## src/rtl/fb_mem_arbiter_pkg.sv

```systemverilog
// Shared widths, requester IDs and swap states for the framebuffer arbiter.
package fb_pkg;

    localparam int ADDR_W     = 19;
    localparam int DATA_W     = 24;
    localparam int NUM_PIXELS = 307200;

    typedef enum logic [1:0] {
        REQ_NONE,
        REQ_BLEND,
        REQ_DISP,
        REQ_CLEAR
    } req_id_e;

    typedef enum logic {
        SWAP_IDLE,
        SWAP_PENDING
    } swap_state_e;

endpackage

```

## src/rtl/fb_mem_arbiter_if.sv

```systemverilog
// Blender, scanout, swap-control and SRAM-side signals of the framebuffer arbiter.
interface fb_mem_arbiter_if;
    import fb_pkg::*;

    logic              blend_req;
    logic              blend_we;
    logic [ADDR_W-1:0] blend_addr;
    logic [DATA_W-1:0] blend_wdata;
    logic              blend_grant;
    logic              blend_rvalid;
    logic [DATA_W-1:0] blend_rdata;

    logic              disp_req;
    logic [ADDR_W-1:0] disp_addr;
    logic              disp_grant;
    logic              disp_rvalid;
    logic [DATA_W-1:0] disp_rdata;

    logic              frame_ready;
    logic              disp_vsync;
    logic              o_frame_ready;
    logic              front_buf;

    logic [ADDR_W:0]   mem_addr;
    logic              mem_rd;
    logic              mem_wr;
    logic [DATA_W-1:0] mem_wdata;
    logic [DATA_W-1:0] mem_rdata;

    modport slave (
        input  blend_req, blend_we, blend_addr, blend_wdata,
        output blend_grant, blend_rvalid, blend_rdata,
        input  disp_req, disp_addr,
        output disp_grant, disp_rvalid, disp_rdata,
        input  frame_ready, disp_vsync,
        output o_frame_ready, front_buf,
        output mem_addr, mem_rd, mem_wr, mem_wdata,
        input  mem_rdata
    );

    modport master (
        output blend_req, blend_we, blend_addr, blend_wdata,
        input  blend_grant, blend_rvalid, blend_rdata,
        output disp_req, disp_addr,
        input  disp_grant, disp_rvalid, disp_rdata,
        output frame_ready, disp_vsync,
        input  o_frame_ready, front_buf,
        input  mem_addr, mem_rd, mem_wr, mem_wdata,
        output mem_rdata
    );

endinterface

```

## src/rtl/fb_rd_tag_pipe.sv

```systemverilog
// Tracks which requester owns each outstanding SRAM read and steers the
// returning data to that requester's rvalid/rdata.
module fb_rd_tag_pipe
    import fb_pkg::*;
#(
    parameter int RD_LAT = 2
) (
    input  logic              clk,
    input  logic              reset,
    input  req_id_e           tag_in,
    input  logic [DATA_W-1:0] mem_rdata,
    output logic              blend_rvalid,
    output logic [DATA_W-1:0] blend_rdata,
    output logic              disp_rvalid,
    output logic [DATA_W-1:0] disp_rdata
);

    // Stage 0 lines up with the registered mem_rd; the last stage with returning data.
    req_id_e tag_q [RD_LAT+1];

    always_ff @(posedge clk or negedge reset) begin
        if (!reset) begin
            for (int i = 0; i <= RD_LAT; i++) begin
                tag_q[i] <= REQ_NONE;
            end
        end else begin
            tag_q[0] <= tag_in;
            for (int i = 1; i <= RD_LAT; i++) begin
                tag_q[i] <= tag_q[i-1];
            end
        end
    end

    always_comb begin
        blend_rvalid = (tag_q[RD_LAT] == REQ_BLEND);
        disp_rvalid  = (tag_q[RD_LAT] == REQ_DISP);
        blend_rdata  = blend_rvalid ? mem_rdata : '0;
        disp_rdata   = disp_rvalid  ? mem_rdata : '0;
    end

endmodule

```

## src/rtl/fb_mem_arbiter.sv

```systemverilog
// Framebuffer SRAM arbiter with double-buffer swap control.
// Define FB_CLEAR_EN to add the post-swap back-buffer clear engine and clear_busy port.
module fb_mem_arbiter
    import fb_pkg::*;
#(
    parameter int RD_LAT     = 2,
    parameter int STARVE_MAX = 8
`ifdef FB_CLEAR_EN
    ,
    parameter int NUM_PIXELS = fb_pkg::NUM_PIXELS
`endif
) (
    input  logic            clk,
    input  logic            reset,
    fb_mem_arbiter_if.slave bus
`ifdef FB_CLEAR_EN
    ,
    output logic            clear_busy
`endif
);

    localparam int SW = $clog2(STARVE_MAX + 1);

    swap_state_e   swap_st;
    logic          front_q;
    logic          swap_pending;
    logic          swap_fire;
    logic          clear_act;
    logic          blend_elig;
    logic          slot_req;
    logic          starved;
    logic          slot_gnt;
    logic          disp_gnt;
    logic          blend_gnt;
    logic [SW-1:0] starve_cnt;
    req_id_e       tag_in;

    assign swap_pending  = (swap_st == SWAP_PENDING);
    assign swap_fire     = swap_pending && bus.disp_vsync;
    assign bus.front_buf = front_q;

    always_ff @(posedge clk or negedge reset) begin
        if (!reset) begin
            swap_st           <= SWAP_IDLE;
            front_q           <= 1'b0;
            bus.o_frame_ready <= 1'b0;
        end else begin
            bus.o_frame_ready <= 1'b0;
            case (swap_st)
                SWAP_IDLE: begin
                    if (bus.frame_ready) begin
                        swap_st <= SWAP_PENDING;
                    end
                end
                SWAP_PENDING: begin
                    if (swap_fire) begin
                        swap_st           <= SWAP_IDLE;
                        front_q           <= ~front_q;
                        bus.o_frame_ready <= 1'b1;
                    end
                end
                default: swap_st <= SWAP_IDLE;
            endcase
        end
    end

`ifdef FB_CLEAR_EN
    logic              clear_q;
    logic              clear_gnt;
    logic [ADDR_W-1:0] clear_addr;

    assign clear_act  = clear_q;
    assign clear_busy = clear_q;
    assign clear_gnt  = slot_gnt && clear_q;

    // Each swap restarts the sweep over the freshly exposed back buffer.
    always_ff @(posedge clk or negedge reset) begin
        if (!reset) begin
            clear_q    <= 1'b0;
            clear_addr <= '0;
        end else if (swap_fire) begin
            clear_q    <= 1'b1;
            clear_addr <= '0;
        end else if (clear_gnt) begin
            if (clear_addr == ADDR_W'(NUM_PIXELS - 1)) begin
                clear_q <= 1'b0;
            end else begin
                clear_addr <= clear_addr + 1'b1;
            end
        end
    end
`else
    assign clear_act = 1'b0;
`endif

    // The clear engine, when running, owns the blender's slot and its starvation credit.
    always_comb begin
        blend_elig = bus.blend_req && !swap_pending && !clear_act;
        slot_req   = clear_act || blend_elig;
        starved    = slot_req && (starve_cnt == SW'(STARVE_MAX));
        slot_gnt   = 1'b0;
        disp_gnt   = 1'b0;
        if (starved) begin
            slot_gnt = 1'b1;
        end else if (bus.disp_req) begin
            disp_gnt = 1'b1;
        end else if (slot_req) begin
            slot_gnt = 1'b1;
        end
    end

    assign blend_gnt       = slot_gnt && !clear_act;
    assign bus.blend_grant = blend_gnt;
    assign bus.disp_grant  = disp_gnt;

    always_ff @(posedge clk or negedge reset) begin
        if (!reset) begin
            starve_cnt <= '0;
        end else if (!slot_req || slot_gnt) begin
            starve_cnt <= '0;
        end else if (starve_cnt != SW'(STARVE_MAX)) begin
            starve_cnt <= starve_cnt + 1'b1;
        end
    end

    // The buffer bit is frozen here, so a later swap cannot redirect an issued access.
    always_ff @(posedge clk or negedge reset) begin
        if (!reset) begin
            bus.mem_rd    <= 1'b0;
            bus.mem_wr    <= 1'b0;
            bus.mem_addr  <= '0;
            bus.mem_wdata <= '0;
        end else begin
            bus.mem_rd <= 1'b0;
            bus.mem_wr <= 1'b0;
            if (disp_gnt) begin
                bus.mem_rd   <= 1'b1;
                bus.mem_addr <= {front_q, bus.disp_addr};
            end else if (blend_gnt) begin
                bus.mem_rd   <= !bus.blend_we;
                bus.mem_wr   <= bus.blend_we;
                bus.mem_addr <= {~front_q, bus.blend_addr};
                if (bus.blend_we) begin
                    bus.mem_wdata <= bus.blend_wdata;
                end
            end
`ifdef FB_CLEAR_EN
            else if (clear_gnt) begin
                bus.mem_wr    <= 1'b1;
                bus.mem_addr  <= {~front_q, clear_addr};
                bus.mem_wdata <= '0;
            end
`endif
        end
    end

    assign tag_in = disp_gnt ? REQ_DISP :
                    ((blend_gnt && !bus.blend_we) ? REQ_BLEND : REQ_NONE);

    fb_rd_tag_pipe #(
        .RD_LAT (RD_LAT)
    ) u_tag_pipe (
        .clk          (clk),
        .reset        (reset),
        .tag_in       (tag_in),
        .mem_rdata    (bus.mem_rdata),
        .blend_rvalid (bus.blend_rvalid),
        .blend_rdata  (bus.blend_rdata),
        .disp_rvalid  (bus.disp_rvalid),
        .disp_rdata   (bus.disp_rdata)
    );

endmodule

```

## src/flat_wrapper.sv

```systemverilog
// flat-port wrapper written by rule: the top's interface ports become plain ports
module fb_mem_arbiter_flat import fb_pkg::*;
#(
    parameter int RD_LAT     = 2,
    parameter int STARVE_MAX = 8

)
  (clk, reset, bus_blend_req, bus_blend_we, bus_blend_addr, bus_blend_wdata, bus_blend_grant, bus_blend_rvalid, bus_blend_rdata, bus_disp_req, bus_disp_addr, bus_disp_grant, bus_disp_rvalid, bus_disp_rdata, bus_frame_ready, bus_disp_vsync, bus_o_frame_ready, bus_front_buf, bus_mem_addr, bus_mem_rd, bus_mem_wr, bus_mem_wdata, bus_mem_rdata);
  fb_mem_arbiter_if bus_i ();
  input  logic clk;
  input  logic reset;
  input wire logic [$bits(bus_i.blend_req)-1:0] bus_blend_req;
  input wire logic [$bits(bus_i.blend_we)-1:0] bus_blend_we;
  input wire logic [$bits(bus_i.blend_addr)-1:0] bus_blend_addr;
  input wire logic [$bits(bus_i.blend_wdata)-1:0] bus_blend_wdata;
  output wire logic [$bits(bus_i.blend_grant)-1:0] bus_blend_grant;
  output wire logic [$bits(bus_i.blend_rvalid)-1:0] bus_blend_rvalid;
  output wire logic [$bits(bus_i.blend_rdata)-1:0] bus_blend_rdata;
  input wire logic [$bits(bus_i.disp_req)-1:0] bus_disp_req;
  input wire logic [$bits(bus_i.disp_addr)-1:0] bus_disp_addr;
  output wire logic [$bits(bus_i.disp_grant)-1:0] bus_disp_grant;
  output wire logic [$bits(bus_i.disp_rvalid)-1:0] bus_disp_rvalid;
  output wire logic [$bits(bus_i.disp_rdata)-1:0] bus_disp_rdata;
  input wire logic [$bits(bus_i.frame_ready)-1:0] bus_frame_ready;
  input wire logic [$bits(bus_i.disp_vsync)-1:0] bus_disp_vsync;
  output wire logic [$bits(bus_i.o_frame_ready)-1:0] bus_o_frame_ready;
  output wire logic [$bits(bus_i.front_buf)-1:0] bus_front_buf;
  output wire logic [$bits(bus_i.mem_addr)-1:0] bus_mem_addr;
  output wire logic [$bits(bus_i.mem_rd)-1:0] bus_mem_rd;
  output wire logic [$bits(bus_i.mem_wr)-1:0] bus_mem_wr;
  output wire logic [$bits(bus_i.mem_wdata)-1:0] bus_mem_wdata;
  input wire logic [$bits(bus_i.mem_rdata)-1:0] bus_mem_rdata;
  assign bus_i.blend_req = bus_blend_req;
  assign bus_i.blend_we = bus_blend_we;
  assign bus_i.blend_addr = bus_blend_addr;
  assign bus_i.blend_wdata = bus_blend_wdata;
  assign bus_blend_grant = bus_i.blend_grant;
  assign bus_blend_rvalid = bus_i.blend_rvalid;
  assign bus_blend_rdata = bus_i.blend_rdata;
  assign bus_i.disp_req = bus_disp_req;
  assign bus_i.disp_addr = bus_disp_addr;
  assign bus_disp_grant = bus_i.disp_grant;
  assign bus_disp_rvalid = bus_i.disp_rvalid;
  assign bus_disp_rdata = bus_i.disp_rdata;
  assign bus_i.frame_ready = bus_frame_ready;
  assign bus_i.disp_vsync = bus_disp_vsync;
  assign bus_o_frame_ready = bus_i.o_frame_ready;
  assign bus_front_buf = bus_i.front_buf;
  assign bus_mem_addr = bus_i.mem_addr;
  assign bus_mem_rd = bus_i.mem_rd;
  assign bus_mem_wr = bus_i.mem_wr;
  assign bus_mem_wdata = bus_i.mem_wdata;
  assign bus_i.mem_rdata = bus_mem_rdata;
  fb_mem_arbiter #(.RD_LAT(RD_LAT), .STARVE_MAX(STARVE_MAX)) u_core (.clk(clk), .reset(reset), .bus(bus_i));
endmodule
```

## config.mk

```make
export PLATFORM = sky130hd
export DESIGN_NAME = fb_mem_arbiter_flat
export DESIGN_NICKNAME = d
export VERILOG_FILES = /design/src/rtl/fb_mem_arbiter_pkg.sv /design/src/rtl/fb_mem_arbiter_if.sv /design/src/rtl/fb_rd_tag_pipe.sv /design/src/rtl/fb_mem_arbiter.sv /design/src/flat_wrapper.sv
export SDC_FILE = /design/constraint.sdc
export NUM_CORES = 1
export LEC_CHECK = 0
export CAP_MARGIN = 40
export CORE_MARGIN = 5
export CORE_UTILIZATION = 30
export CTS_BUF_LIST = sky130_fd_sc_hd__clkbuf_8
export DETAILED_ROUTE_END_ITERATION = 6
export PLACE_DENSITY = 0.69
export SKIP_CTS_REPAIR_TIMING = 1
export SLEW_MARGIN = 10
export SYNTH_ARGS = -nofsm -noshare
export SYNTH_HDL_FRONTEND = slang
export SYNTH_SLANG_ARGS = --single-unit
```

## constraint.sdc

```tcl
create_clock -name clk -period 2.5 [get_ports clk]
set_clock_uncertainty 0.2 [all_clocks]
set_input_delay 0.25 -clock clk [delete_from_list [all_inputs] [get_ports clk]]
set_output_delay 0.25 -clock clk [all_outputs]
set_load 0.02 [all_outputs]
```

Yosys cells after proc, flatten, opt, wreduce, memory -nomap -nowiden
Index checks and enable logic that the tools add are counted.
W data, S select, Z words.

cells by class
  eq/ne operators = 4
  reductions and logical operators = 12
  $add $sub $neg = 1
  muxes and demuxes = 22
  bitwise gates (word level) = 3

operators with widths
  cell                   count
  $mux W24               2
  $mux W20               2
  $mux W1                14
  $mux W4                2
  $add A4 B1 Y4 const B  1
  $eq A4 B4 Y1 const B   1
  $logic_and A1 B1 Y1    4
  $ne A4 B4 Y1 const B   1
  $reduce_bool A2 Y1     2
  $logic_not A1 Y1       3
  $not A1 Y1             3
  $reduce_and A3 Y1      1
  $eq A2 B1 Y1 const B   1
  $eq A2 B2 Y1 const B   1
  $mux W2                1
  $pmux W1 S2            1
  $reduce_and A2 Y1      1
  $logic_or A1 B1 Y1     1

storage, ports and cells
  bits in registers = 59
  bits of input ports = 93
  logic and storage cells = 53

Depth between registers and ports, before layout
  word-level depth = 8
  depth in mapped cells = 7

Hierarchy
Synthesis repeated with hierarchy kept, for this count alone.

unflattened totals
  cells, all modules = 265
  area total of the unflattened synthesis = 3,096.7 µm²

modules (own cells, without submodules)
  module          area an instance (µm²)  instances  cells an instance
  fb_mem_arbiter  2,463.6                 1          199
  fb_rd_tag_pipe  633.1                   1          66

Worst setup path before layout
No wires, ideal clock.

  kind = flip-flop to flip-flop
  start point = register u_core.starve_cnt[0]
  end point = register u_core.bus.mem_wdata[10]
  arrival = 1,642 ps
  path slack = 533 ps
  cell stages (with the launch flop) = 7
  period minus slack after synthesis = 1,967 ps
  buffers on the path = 1
  cells stage by stage = dfrtp_1 inv_1 ha_1 nand3b_4 a211oi_4 buf_6 mux2_2

on the way
  longest elaborated chain between the ends = 5
  elaborated cells on any way between the ends = 6
  those cells by class = 1 x eq/ne; 2 x mux; 1 x bitwise; 2 x reduce/logical

RTL lines
  what                           RTL line                 RTL
  from (decl)                    fb_mem_arbiter.sv:35     logic [SW-1:0] starve_cnt;
  from (signal assigned)         fb_mem_arbiter.sv:122    starve_cnt <= starve_cnt + 1'b1;
  $eq A4 B4 Y1 *                 fb_mem_arbiter.sv:100    starved = slot_req && (starve_cnt == SW'(STARVE_MAX));
  $logic_and A1 B1 Y1 *          fb_mem_arbiter.sv:100
  $mux W1                        fb_mem_arbiter.sv:103    if (starved) begin
  $not A1 Y1 (no line)           --
  $reduce_and A3 Y1 (no line) *  --
  to (signal assigned)           fb_mem_arbiter.sv:144    bus.mem_wdata <= bus.blend_wdata;
  to (decl)                      fb_mem_arbiter_if.sv:37  output mem_addr, mem_rd, mem_wr, mem_wdata,

Mark *: on every way between the ends. The rest lies on a longest branch, timed or not.
A chain may end at the register's enable or synchronous reset.

Worst setup path in the final report
  start point = register u_core.starve_cnt[0]
  end point = output port bus_disp_grant

on the way
  longest elaborated chain between the ends = 3

RTL lines
  what                 RTL line               RTL
  $eq A4 B4 Y1         fb_mem_arbiter.sv:100
  $logic_and A1 B1 Y1  fb_mem_arbiter.sv:100
  $mux W1              fb_mem_arbiter.sv:103
  to (decl)            flat_wrapper.sv:21     output wire logic [$bits(bus_i.disp_grant)-1:0] bus_disp_grant;

No other way between the ends.

==> metrics.md <==
| Metric | Value |
|---|---|
| CTS tree | `done` |
| Pwr per Cell Area | `639.3 nW/um^2` |
| Normalized max-slew margin | `50.86%` |
| Root Buffer | `clkbuf_8` |
| Pins Over Slew Limit | `0` |
| Setup violators final | `0` |
| Detailed Place HPWL | `7238 um` |
| # fillers | `887` |
| Final #Nets | `548` |
| Largest net degree at the start of global routing | `37` |
| Status | `finished clean` |
| Placed Area | `5019 sq um` |
| Total chip power | `3.376 mW` |
| Fmax | `427.2 MHz` |
| Switch Pwr | `942.4 uW` |
| Post-placement setup slack | `0.2990 ns` |
| DRT iter0 DRCs | `74` |
| Critical path data required time | `2.05 ns` |
| Die height | `109.0 um` |
| Area leader, netlist | `dfrtp_1` |
| Clock H-tree levels | `3` |
| Worst Hold Class | `reg -> reg` |
| CP Cell Sequence | `inv_1 > ha_1 > nand3b_4 > o21ai_2 > inv_1 > clkdlybuf4s50_1` |
| Yosys cell types | `26` |
| CTS Buf Count | `9` |
| Fin Hold WS | `0.1485 ns` |
| Synth Area per Inst | `11.36 sq um` |
| Flop pwr share | `35.7%` |
| Post-Place Cells | `574` |
| Area grow syn2layout | `79.50%` |
| Ports | `193` |
| #FFs+latches synth | `59` |
| GR Util All Layers | `15.69%` |
| # diodes | `0` |
| CP top delay family | `buffers and inverters` |
| Crit path launch type | `register` |
| Design Area, Final | `5280 sq um` |
| Final Instance Count excl. Fillers | `590` |
| Vias per inst | `4.505` |
| Sequential share of the synthesized area | `50.19%` |
| Clock Pin Slew Worst Setup and Hold Paths | `0.06 ns` |
| Primary FF master, synth | `dfrtp_1` |
| Top cells by count, synth | `59 x dfrtp_1, 49 x and2_1, 42 x nor2_1, 24 x mux2_2` |
| Combinational power share | `32.3%` |
| Vias in the first global route | `2,908` |
| Routed len/inst | `15.56 um` |
| Clock power share | `32.0%` |
| RSZ-0062 raised after global routing | `false` |
| First-pass GRT wire length | `14,370 um` |
| Clk_lat worst skew | `0.33 ns` |
| Critical Path Most Common Cell | `inv_1` |
| PnR worst setup slack | `0.1592 ns` |
| Critical Path AT | `1.89 ns` |
| Max clock buf depth | `2` |
| # Max-Cap Violations | `0` |
| Initial antenna violation count | `0` |
| Detail Route Antenna Nets | `0` |
| Cell Area, Synth | `2942 sq um` |
| Worst slew pin tran | `0.7371 ns` |
| Critical Path End Type | `output pin` |
| Sw frac | `27.92%` |
| DIE AREA | `11,890 sq um` |
| Setup CP Type | `reg -> out` |
| Tmin final | `2.341 ns` |
| Grt total ovfl | `0` |
| GPL Wtd Cong | `0.7182` |
| Routed WL | `9180 um` |
| Initial Util | `30.37%` |
| Layout cell share with drive strength beyond 1 | `16.19%` |
| Mapped Cells | `259` |
| # DRC | `0` |
| Hold Fails Final Rpt | `0` |
| Core Region | `9684 sq um` |
| Sink Count | `59` |
| Yosys warnings | `0` |
| Final TNS setup | `0 ns` |
| Pre-antenna DRT Iters | `4` |
| Die Wd | `109.0 um` |
| Critical Path Slowest Stage Cell | `clkdlybuf4s50_1` |
| Critical Path Fanout Max | `6` |
| Most common cell in the netlist | `dfrtp_1` |
| Async set-reset flop share out of synthesis | `100.0%` |
| Via Count | `2,658` |
| Core Util, Final | `54.52%` |
| Net Count, Synth | `354` |
| Buf+Inv Stages, Crit Path | `3` |
| Top area cells in the synthesized netlist | `dfrtp_1 50%, and2_1 10%, mux2_2 9.2%, o221a_2 7.7%, mux2i_1 6.8%` |
| Leakage | `2.156 nW` |
| Site row count | `36` |
| Largest stage delay, worst path | `0.55 ns` |
| Number of synthesized flops with an enable pin | `0` |
| VDD IR-drop max | `0.2785 mV` |
| PortBufs | `192` |
| Internal power | `2.433 mW` |
| Final period util | `93.63%` |
| Yosys top cell area share | `50.19%` |
==> worst reg2reg max path: stages (launching register included) <==
cell and delay, ns:
dfrtp_1 0.41, inv_1 0.07, ha_1 0.18, nand3b_4 0.13, or2_1 0.50, o221a_2 0.40
==> power groups by stage <==
stage	combinational, mW	sequential (mW)	clock, mW
finish	1.09	1.21	1.08
global route	1.16	1.23	1.14
CTS	1.11	1.21	1.11
detailed placement	1.11	1.22	0
global placement	1.09	1.22	0
floorplan	0.296	1.41	0
==> placed cells by master, fill, tap and decap left out, drive strengths merged <==
master / instances
clkdlybuf4s50: 190
dfrtp: 59
and2: 50
nor2: 42
mux2: 24
mux2i: 20
o221a: 20
clkbuf: 11
buf: 9
inv: 5
bufinv: 3
nor2b: 3
nand3: 2
xor2: 2
ha: 2
o21ai: 2
nand2b: 1
nand3b: 1
nor3: 1
a211oi: 1
or2: 1
xnor2: 1
and3: 1
nand2: 1
nor3b: 1
a211o: 1
clkinvlp: 1
dlygate4sd3: 1
dlymetal6s2s: 1
==> kinds of logic (layout without fill, tap and decap cells) <==
family | Yosys count | in the layout | synth area share (%)
simple gates | 104 | 104 | 19.14
flops | 59 | 59 | 50.19
mux | 44 | 44 | 15.99
compound gates | 24 | 24 | 8.975
buf+inv | 23 | 221 | 3.956
xor+xnor | 3 | 3 | 0.8934
fa+ha+maj | 2 | 2 | 0.8506
==> state kept, by name (all words and copies together), names as in the netlist <==
register,cells
u_core.bus.mem_wr,1
u_core.bus.front_buf,1
u_core.bus.o_frame_ready,1
u_core.u_tag_pipe.tag_q,6
u_core.starve_cnt,4
u_core.bus.mem_addr,20
u_core.bus.mem_rd,1
u_core.swap_pending,1
u_core.bus.mem_wdata,24
==> per-layer routing <==
metal / up-vias / routed length, um / global-route usage [%]
met5: - / 0 / 0
met4: 0 / 110 / 5.681
met3: 10 / 1024 / 5.921
met2: 134 / 4479 / 28.46
met1: 1240 / 3565 / 16.44
li1: 1274 / - / -
==> cell type report <==
| class | count | area, sq um | share of cell area [%] |
|---|---|---|---|
| clock buffers | 11 | 151.4 | 2.867 |
| well taps | 133 | 166.4 | 3.152 |
| multi-input cells | 177 | 1355 | 25.66 |
| clock inverters | 4 | 97.59 | 1.848 |
| flip-flops and latches | 59 | 1476 | 27.96 |
| inverters | 5 | 18.77 | 0.3555 |
| repair buffers | 201 | 2014 | 38.15 |
==> worst paths after layout <==
kind	from	endpoint	slack, ns	cells after the start
setup / recovery	u_core.starve_cnt[0]$_DFFE_PN0P_	bus_disp_grant	0.16	6
hold / removal	u_core.u_tag_pipe.tag_q[4]$_DFF_PN0_	u_core.u_tag_pipe.tag_q[2]$_DFF_PN0_	0.15	0
setup reg to reg	u_core.starve_cnt[0]$_DFFE_PN0P_	u_core.bus.mem_addr[7]$_DFFE_PN0P_	0.50	5
hold reg to reg	u_core.u_tag_pipe.tag_q[4]$_DFF_PN0_	u_core.u_tag_pipe.tag_q[2]$_DFF_PN0_	0.15	0
max in group asynchronous	reset	u_core.starve_cnt[2]$_DFFE_PN0P_	1.26	3
min in group asynchronous	reset	u_core.bus.mem_addr[13]$_DFFE_PN0P_	0.24	2
No activity file was read; power rests on OpenSTA's default activity.
